[src/rtl/timer_channel_param.sv]
// Parametrised timer channel: N-bit counter, two compares, prescaler/external tick, TMO, flags, ADC trigger.
// Optional TIMER_CASCADE_EN: cascade_in replaces the cks=4 prescaler tap and ovf_out exposes overflow events.
module timer_channel_param #(
   parameter int unsigned WIDTH        = 8,
   parameter int unsigned DIV_MAX_LOG2 = 10,
   parameter int unsigned SYNC_STAGES  = 2
) (
   input  logic             clk,
   input  logic             rst,
   input  logic             wr_en,
   input  logic [2:0]       wr_addr,
   input  logic [WIDTH-1:0] wr_data,
   input  logic [2:0]       rd_addr,
   output logic [WIDTH-1:0] rd_data,
   input  logic             tmci,
   input  logic             tmri,
`ifdef TIMER_CASCADE_EN
   input  logic             cascade_in,
   output logic             ovf_out,
`endif
   output logic             tmo,
   output logic             cmia,
   output logic             cmib,
   output logic             ovi,
   output logic             adc_req
);

   logic [WIDTH-1:0]        tcnt, tcora, tcorb;
   logic [7:0]              tcr, tcsr;
   logic [DIV_MAX_LOG2-1:0] presc;
   logic [SYNC_STAGES-1:0]  tmci_sync, tmri_sync;
   logic                    tmci_hist, tmri_hist;

   logic [WIDTH-1:0]        tcnt_nxt, tcora_nxt, tcorb_nxt;
   logic [7:0]              tcr_nxt, tcsr_nxt;
   logic [2:0]              flags_keep;
   logic [1:0]              act_a, act_b;
   logic                    tmo_nxt;
   logic                    tmci_rise, tmci_fall, tmri_rise;
   logic                    tick, tick_ok, cma, cmb, cmp_clr, ovf_evt;
   logic                    tcnt_wr, tcora_wr, tcorb_wr, tcr_wr, tcsr_wr;

   assign tmci_rise = tmci_sync[SYNC_STAGES-1] & ~tmci_hist;
   assign tmci_fall = ~tmci_sync[SYNC_STAGES-1] & tmci_hist;
   assign tmri_rise = tmri_sync[SYNC_STAGES-1] & ~tmri_hist;

   assign tcnt_wr  = wr_en && (wr_addr == 3'd0);
   assign tcora_wr = wr_en && (wr_addr == 3'd1);
   assign tcorb_wr = wr_en && (wr_addr == 3'd2);
   assign tcr_wr   = wr_en && (wr_addr == 3'd3);
   assign tcsr_wr  = wr_en && (wr_addr == 3'd4);

`ifdef TIMER_CASCADE_EN
   assign ovf_out = ovf_evt;
`endif

   // Tick source, match events and next-state of every register
   always_comb begin
      tick = 1'b0;
      case (tcr[2:0])
         3'd1:    tick = 1'b1;
         3'd2:    tick = &presc[2:0];
         3'd3:    tick = &presc[5:0];
`ifdef TIMER_CASCADE_EN
         3'd4:    tick = cascade_in;
`else
         3'd4:    tick = &presc;
`endif
         3'd5:    tick = tmci_rise;
         3'd6:    tick = tmci_fall;
         3'd7:    tick = tmci_rise | tmci_fall;
         default: tick = 1'b0;
      endcase

      // A CPU write to TCNT swallows the events of its cycle
      tick_ok = tick & ~tcnt_wr;
      cma     = tick_ok && (tcnt == tcora);
      cmb     = tick_ok && (tcnt == tcorb);
      cmp_clr = ((tcr[4:3] == 2'd1) && cma) || ((tcr[4:3] == 2'd2) && cmb);
      ovf_evt = tick_ok && (&tcnt) && !cmp_clr;

      tcnt_nxt = tcnt;
      if (tcnt_wr)                                tcnt_nxt = wr_data;
      else if ((tcr[4:3] == 2'd3) && tmri_rise)   tcnt_nxt = '0;
      else if (cmp_clr)                           tcnt_nxt = '0;
      else if (tick)                              tcnt_nxt = tcnt + WIDTH'(1);

      tcora_nxt = tcora_wr ? wr_data : tcora;
      tcorb_nxt = tcorb_wr ? wr_data : tcorb;
      tcr_nxt   = tcr_wr ? wr_data[7:0] : tcr;

      // Flags: write can only clear, and a new event wins over that clear
      flags_keep     = tcsr_wr ? (tcsr[7:5] & wr_data[7:5]) : tcsr[7:5];
      tcsr_nxt[7:5]  = flags_keep | {cma, cmb, ovf_evt};
      tcsr_nxt[4:0]  = tcsr_wr ? wr_data[4:0] : tcsr[4:0];

      act_a   = cma ? tcsr[1:0] : 2'b00;
      act_b   = cmb ? tcsr[3:2] : 2'b00;
      tmo_nxt = tmo;
      if ((act_a == 2'b11) || (act_b == 2'b11))      tmo_nxt = ~tmo;
      else if ((act_a == 2'b10) || (act_b == 2'b10)) tmo_nxt = 1'b1;
      else if ((act_a == 2'b01) || (act_b == 2'b01)) tmo_nxt = 1'b0;
   end

   always_ff @(posedge clk) begin
      if (rst) begin
         tcnt      <= '0;
         tcora     <= '1;
         tcorb     <= '1;
         tcr       <= '0;
         tcsr      <= '0;
         presc     <= '0;
         tmci_sync <= '0;
         tmri_sync <= '0;
         tmci_hist <= 1'b0;
         tmri_hist <= 1'b0;
         tmo       <= 1'b0;
         cmia      <= 1'b0;
         cmib      <= 1'b0;
         ovi       <= 1'b0;
         adc_req   <= 1'b0;
      end else begin
         tcnt      <= tcnt_nxt;
         tcora     <= tcora_nxt;
         tcorb     <= tcorb_nxt;
         tcr       <= tcr_nxt;
         tcsr      <= tcsr_nxt;
         presc     <= presc + DIV_MAX_LOG2'(1);
         tmci_sync <= {tmci_sync[SYNC_STAGES-2:0], tmci};
         tmri_sync <= {tmri_sync[SYNC_STAGES-2:0], tmri};
         tmci_hist <= tmci_sync[SYNC_STAGES-1];
         tmri_hist <= tmri_sync[SYNC_STAGES-1];
         tmo       <= tmo_nxt;
         cmia      <= tcsr_nxt[7] & tcr_nxt[5];
         cmib      <= tcsr_nxt[6] & tcr_nxt[6];
         ovi       <= tcsr_nxt[5] & tcr_nxt[7];
         adc_req   <= cma & tcsr[4];
      end
   end

   // Register readback; control registers are zero-extended
   always_comb begin
      rd_data = '0;
      case (rd_addr)
         3'd0:    rd_data = tcnt;
         3'd1:    rd_data = tcora;
         3'd2:    rd_data = tcorb;
         3'd3:    rd_data = WIDTH'(tcr);
         3'd4:    rd_data = WIDTH'(tcsr);
         default: rd_data = '0;
      endcase
   end

endmodule
[config.mk]
export PLATFORM = sky130hd
export DESIGN_NAME = timer_channel_param
export DESIGN_NICKNAME = d
export VERILOG_FILES = /design/src/rtl/timer_channel_param.sv
export SDC_FILE = /design/constraint.sdc
export NUM_CORES = 1
export LEC_CHECK = 0
export ABC_AREA = 1
export CELL_PAD_IN_SITES_DETAIL_PLACEMENT = 1
export CELL_PAD_IN_SITES_GLOBAL_PLACEMENT = 1
export CORE_ASPECT_RATIO = 1.75
export CORE_MARGIN = 4
export CORE_UTILIZATION = 41
export DETAILED_ROUTE_END_ITERATION = 7
export GPL_TIMING_DRIVEN = 0
export PLACE_DENSITY_LB_ADDON = 0.12
export SLEW_MARGIN = 20
export SYNTH_ARGS = -nofsm -noshare
export SYNTH_HDL_FRONTEND = slang
export SYNTH_SLANG_ARGS = --single-unit
[constraint.sdc]
create_clock -name clk -period 2.2 [get_ports clk]
set_input_delay 0.22 -clock clk [delete_from_list [all_inputs] [get_ports clk]]
set_output_delay 0.22 -clock clk [all_outputs]
set_load 0.005 [all_outputs]
# Word level (Yosys, flattened, before mapping)

Cells that the tools add are included.

Word-level logic and storage cells: 99
Bits of input ports: 19
Bits in registers: 61

Add/subtract/negate cells: 2
Equality and inequality tests: 26
Reductions and logical operators: 25
Multiplexer cells: 13
Bitwise logic cells: 16

Operators by type and width:

| operator                | count |
|---|---|
| $mux W8                 | 5 |
| $pmux W8 S5             | 1 |
| $eq A3 B2 Y1 const B    | 6 |
| $eq A3 B3 Y1 const B    | 6 |
| $eq A8 B8 Y1            | 2 |
| $eq A2 B2 Y1 const B    | 6 |
| $logic_and A1 B1 Y1     | 12 |
| $add A10 B1 Y10 const B | 1 |
| $reduce_and A10 Y1      | 1 |
| $eq A3 B1 Y1 const B    | 3 |
| $add A8 B1 Y8 const B   | 1 |
| $and A1 B1 Y1           | 8 |
| $reduce_and A8 Y1       | 1 |
| $pmux W1 S7             | 1 |
| $eq A2 B1 Y1 const B    | 3 |
| $logic_not A3 Y1        | 2 |
| $reduce_and A6 Y1       | 1 |
| $not A1 Y1              | 5 |
| $logic_or A1 B1 Y1      | 4 |
| $mux W2                 | 2 |
| $reduce_bool A4 Y1      | 1 |
| $and A3 B3 Y3           | 1 |
| $mux W1                 | 3 |
| $mux W3                 | 1 |
| other kinds (5)         | 5 |

# Depth between registers and ports, before layout

Word-level depth: 12
Depth in mapped cells: 13
Mapped depth without buffers: 13

# Least setup slack after synthesis

Ideal clock, no wire load.

Kind: register to register
Start: register presc[0]
End: register tcnt[7]
Slack: 0.603 ns
Cell stages (with the launch flop): 11
Period minus slack after synthesis: 1.597 ns
Data arrival time: 1.479 ns
Data required time: 2.082 ns
Buffers on the path: 0
Cell sequence: dfxtp_1 ha_1 ha_1 nand2_1 a21oi_1 nand2_1 nand3_4 nor2_4 inv_4 o21ai_2 a21oi_2

Word-level cells in the longest chain between the ends: 9

Ends and longest elaborated chain:

| what                                          | line   | RTL |
|---|---|---|
| start: declaration                            | 30     | `logic [DIV_MAX_LOG2-1:0] presc;` |
| start signal: assignment                      | 128    | `presc <= presc + DIV_MAX_LOG2'(1);` |
| $reduce_and A10 Y1 (tied with other cells)    | 67     | `3'd4: tick = &presc;` |
| $pmux W1 S7 *                                 | 60     | `case (tcr[2:0])` |
| $and A1 B1 Y1                                 | 76     | `tick_ok = tick & ~tcnt_wr;` |
| $logic_and A1 B1 Y1, on equally long branches | 77, 78 |  |
| $logic_and A1 B1 Y1                           | 79     | `cmp_clr = ((tcr[4:3] == 2'd1) && cma) \|\| ((tcr[4:3] == 2'd2) && cmb);` |
| $logic_or A1 B1 Y1                            | 79     |  |
| $mux W8                                       | 85     | `else if (cmp_clr) tcnt_nxt = '0;` |
| $mux W8                                       | 84     | `else if ((tcr[4:3] == 2'd3) && tmri_rise) tcnt_nxt = '0;` |
| $mux W8                                       | 83     | `if (tcnt_wr) tcnt_nxt = wr_data;` |
| end signal: assignment                        | 123    | `tcnt <= tcnt_nxt;` |
| end: declaration                              | 28     | `logic [WIDTH-1:0] tcnt, tcora, tcorb;` |

Every way passes the cells marked *; elsewhere a longest branch is shown, timed or not.
A chain may end at the register's enable or synchronous reset.

# Worst setup path after layout

Start: input port rd_addr[0]
End: output port rd_data[6]

Word-level cells in the longest chain between the ends: 2

Ends and longest elaborated chain:

| what                                 | line | RTL |
|---|---|---|
| start: declaration                   | 13   | `input logic [2:0] rd_addr,` |
| $eq A3 B3 Y1 (tied with other cells) | 144  | `case (rd_addr)` |
| $pmux W8 S5 *                        | 144  |  |
| end: declaration                     | 14   | `output logic [WIDTH-1:0] rd_data,` |

Marks and branches as above.

==> results.rst <==
.. list-table::
   :header-rows: 1

   * - Metric
     - Value
   * - Run status
     - complete, no violations
   * - Most common cell on crit path
     - o21ai_0
   * - # diodes
     - 0
   * - Number of hold violations in the final report
     - 0
   * - Vias/cell
     - 5.47
   * - Layout cells sized above 1
     - 0.117
   * - Share of Yosys cell area claimed by the top area cell type
     - 0.372
   * - Cell type with the highest aggregate area in the netlist
     - dfxtp_1
   * - Synth-to-layout area growth
     - 24.0%
   * - Initial core utilization
     - 0.428
   * - Clock Skew
     - about 0.0083 ns
   * - # setup viols final
     - 0
   * - Register bit total from synthesis
     - 61
   * - Wire length of the first global-routing pass
     - 17600 µm
   * - Number of design-rule violations left by the first detailed-router iteration
     - 168
   * - Pin count of the biggest net entering global routing
     - 13
   * - Aggregate routed wire length
     - 10900 µm
   * - CTS tree
     - built
   * - CP Cell Sequence
     - clkdlybuf4s15_1 > inv_1 > nand3_2 > o21ai_0 > a221oi_1 > o21ai_0 > clkdlybuf4s50_1
   * - Net count of the finished layout
     - about 540
   * - Max-cap violation count
     - 0
   * - Post-Synthesis Net Count
     - 499
   * - Relative slew slack
     - 0.528
   * - Final routed DRC violation total
     - 0
   * - Post-synth EDFFs
     - 0
   * - Worst voltage drop across the vdd grid
     - 539 µV
   * - Gate Count Post-Synth
     - 475
   * - Antenna violation net count after detailed routing
     - 0
   * - Number of antenna violations at the first check in global routing
     - 0
   * - Sequential fraction of the synthesis area
     - 0.372
   * - Core Rows
     - 42
   * - Horizontal extent of the die
     - between 70 and 80 µm
   * - Number of H-tree branching levels
     - 3
   * - DP HPWL
     - 8020 µm
   * - Power per Cell Area
     - roughly 750 mW/mm²
   * - Count of final max-slew check failures
     - 0
   * - Unrepaired setup endpoints after global routing
     - no
   * - Setup tns final
     - 0 ns
   * - Most frequently used cell type in the post-synthesis netlist
     - nand2_1
   * - Routability cong.
     - ~0.86
   * - Slowest cell on the critical path
     - clkdlybuf4s50_1
   * - Clock-pin slew reported for the worst setup and hold paths after clock tree synthesis
     - 0.05 ns
   * - Static leakage
     - 1.77 nW
   * - Detailed-route wire length per cell
     - 17.8 µm
   * - Die footprint
     - 0.00956 mm²
   * - Most frequent cells after synthesis
     - nand2_1 (112), inv_1 (65), dfxtp_1 (61)
   * - Crit path setup slack, layout
     - 0.0637 ns
   * - Number of global-route vias before repair
     - 3592
   * - IO Port Bufs
     - 29
   * - Clock buffers created by TritonCTS
     - 9
   * - Class of the tightest hold or removal check
     - input port to register
   * - Buffer cell driving the clock tree root
     - clkbuf_16
   * - Synth Warn #
     - 0
   * - WS Path Type
     - input port to output port
   * - Arrival time at the worst endpoint
     - 1.92 ns
   * - Worst-skew pair later-pin latency
     - 0.34 ns
   * - Dominant register cell in the synthesized netlist
     - dfxtp_1
   * - CTS Hold Bufs
     - 0
   * - Post-synth ARST share
     - 0
   * - Residual overflow from global routing
     - 0
   * - Die extent in y
     - between 100 and 150 µm
   * - Post-synthesis instance area
     - about 0.0033 mm²
   * - Kind of end point of the critical path
     - output port
   * - Per-instance average area after synthesis
     - approximately 6.9 µm²
   * - Clock sink total
     - 61
   * - Number of buffers on the longest clock path
     - 2
   * - Number of placed I/O pins
     - 32
   * - Global Route Usage Sum
     - 0.248
   * - Maximum operating frequency
     - 468 MHz
   * - Post-synth cell types
     - 36
   * - Measured slew at the worst slew-check pin
     - 0.709 ns
   * - DR vias
     - 3338
   * - Placement-stage worst setup slack
     - -0.342 ns
   * - Number of filler instances in the final layout
     - 983
   * - Slowest Stage Delay on Critical Path
     - 0.53 ns
   * - Worst-path fanout max
     - 8
   * - Worst endpoint required time
     - 1.98 ns
   * - Standard cell area after detailed placement
     - ~0.0037 mm²
   * - Top area cells in the synthesized netlist
     - dfxtp_1 (37%), nand2_1 (13%), inv_1 (7.4%)
   * - Final Instance Area
     - 0.00407 mm²
   * - Category of the worst setup path launch point
     - input port
   * - Period utilization
     - 0.971
   * - First-pass iteration count of the detailed router
     - 4
   * - Floorplan core area
     - 0.00767 mm²
   * - Time the worst path needs with I/O delays and setup
     - approximately 2.1 ns
## final timing paths
check,start,to,slack (ns),depth (start not counted)
max,rd_addr[0],rd_data[6],0.06,7
min,tmri,tmri_sync[0],0.40,3
max reg2reg,presc[0],tcnt[7],0.28,10
min reg2reg,tmci_sync[0],tmci_sync[1],0.41,2
## cell families after synthesis
kind of cell,Yosys count,share of synthesized area
buffers and inverters,88,0.104
multiplexers,1,0.00343
flip-flops,61,0.372
AND/OR/NAND/NOR,233,0.332
XOR/XNOR,6,0.0160
AO/OA/AOI/OAI,81,0.154
adder cells (fa/ha/maj),5,0.0191
## area by class of cell
cell class / instances / area [µm²] / share of cell area
buffer: 11 / 48.8 / 0.0120
clock buffer: 9 / 225 / 0.0553
clock inverter: 7 / 100 / 0.0246
inverter: 77 / 294 / 0.0722
multi-input combinational: 326 / 1760 / 0.432
sequential: 61 / 1220 / 0.300
tap: 88 / 110 / 0.0270
timing repair buffer: 31 / 313 / 0.0768
## worst max-delay path: cells and delay by family
family                 cells  cell delay (ns)
buffers and inverters      3             1.02
AND/OR/NAND/NOR            1             0.25
AO/OA/AOI/OAI              3             0.42
## timing repair
item	in CTS	in global routing
gates resized for setup	9	2
buffers inserted	2	0
setup endpoints to repair	8	8
pin swaps	1	0
## layout by cell type, fill, tap and decap left out, drive strengths merged
cell           netlist  final
nand2              114    114
inv                 77     77
nor2                62     62
dfxtp               61     61
nand3               39     39
o21ai               30     30
clkdlybuf4s50        0     27
a21oi               23     23
o211ai              16     16
clkbuf               4     14
buf                  7      9
a221oi               8      8
nand4                8      8
nor3                 7      7
xor2                 6      6
ha                   5      5
clkinvlp             0      3
o22ai                2      2
nor3b                2      2
clkinv               0      2
bufinv               0      2
o31ai                1      1
nor4                 1      1
mux2                 1      1
o21a                 1      1
clkdlybuf4s15        0      1
## per-stage QoR
stage / hold WS [ns] / utilization / std cells / total power [mW]
floorplan: 0.327 / - / 475 / 1.38
global placement: 0.394 / 0.480 / 592 / 1.51
detailed placement: 0.406 / 0.481 / 592 / 1.52
CTS: 0.398 / 0.531 / 610 / 3.06
global route: 0.414 / 0.531 / 610 / 3.16
finish: 0.403 / 0.531 / 610 / 3.04
## sequential cells by signal, indices dropped and copies added, names as in the netlist, 2 cells and up
signal	count
presc	10
tcnt	8
tmri_sync	2
tcora	8
tcr	8
tcorb	8
tcsr	8
tmci_sync	2
## routing by layer
metal / track usage / share of wire / vias up
met5: 0 / 0 / -
met4: 0.164 / 0.047 / 0
met3: 0.0309 / 0.025 / 28
met2: 0.454 / 0.57 / 68
met1: 0.245 / 0.36 / 1619
li1: - / - / 1623
## power breakdown
part	switching (mW)	internal, mW
Sequential	0.0388	1.14
Combinational	0.201	0.127
Clock	0.535	0.994
No activity file was read; power rests on OpenSTA's default activity.
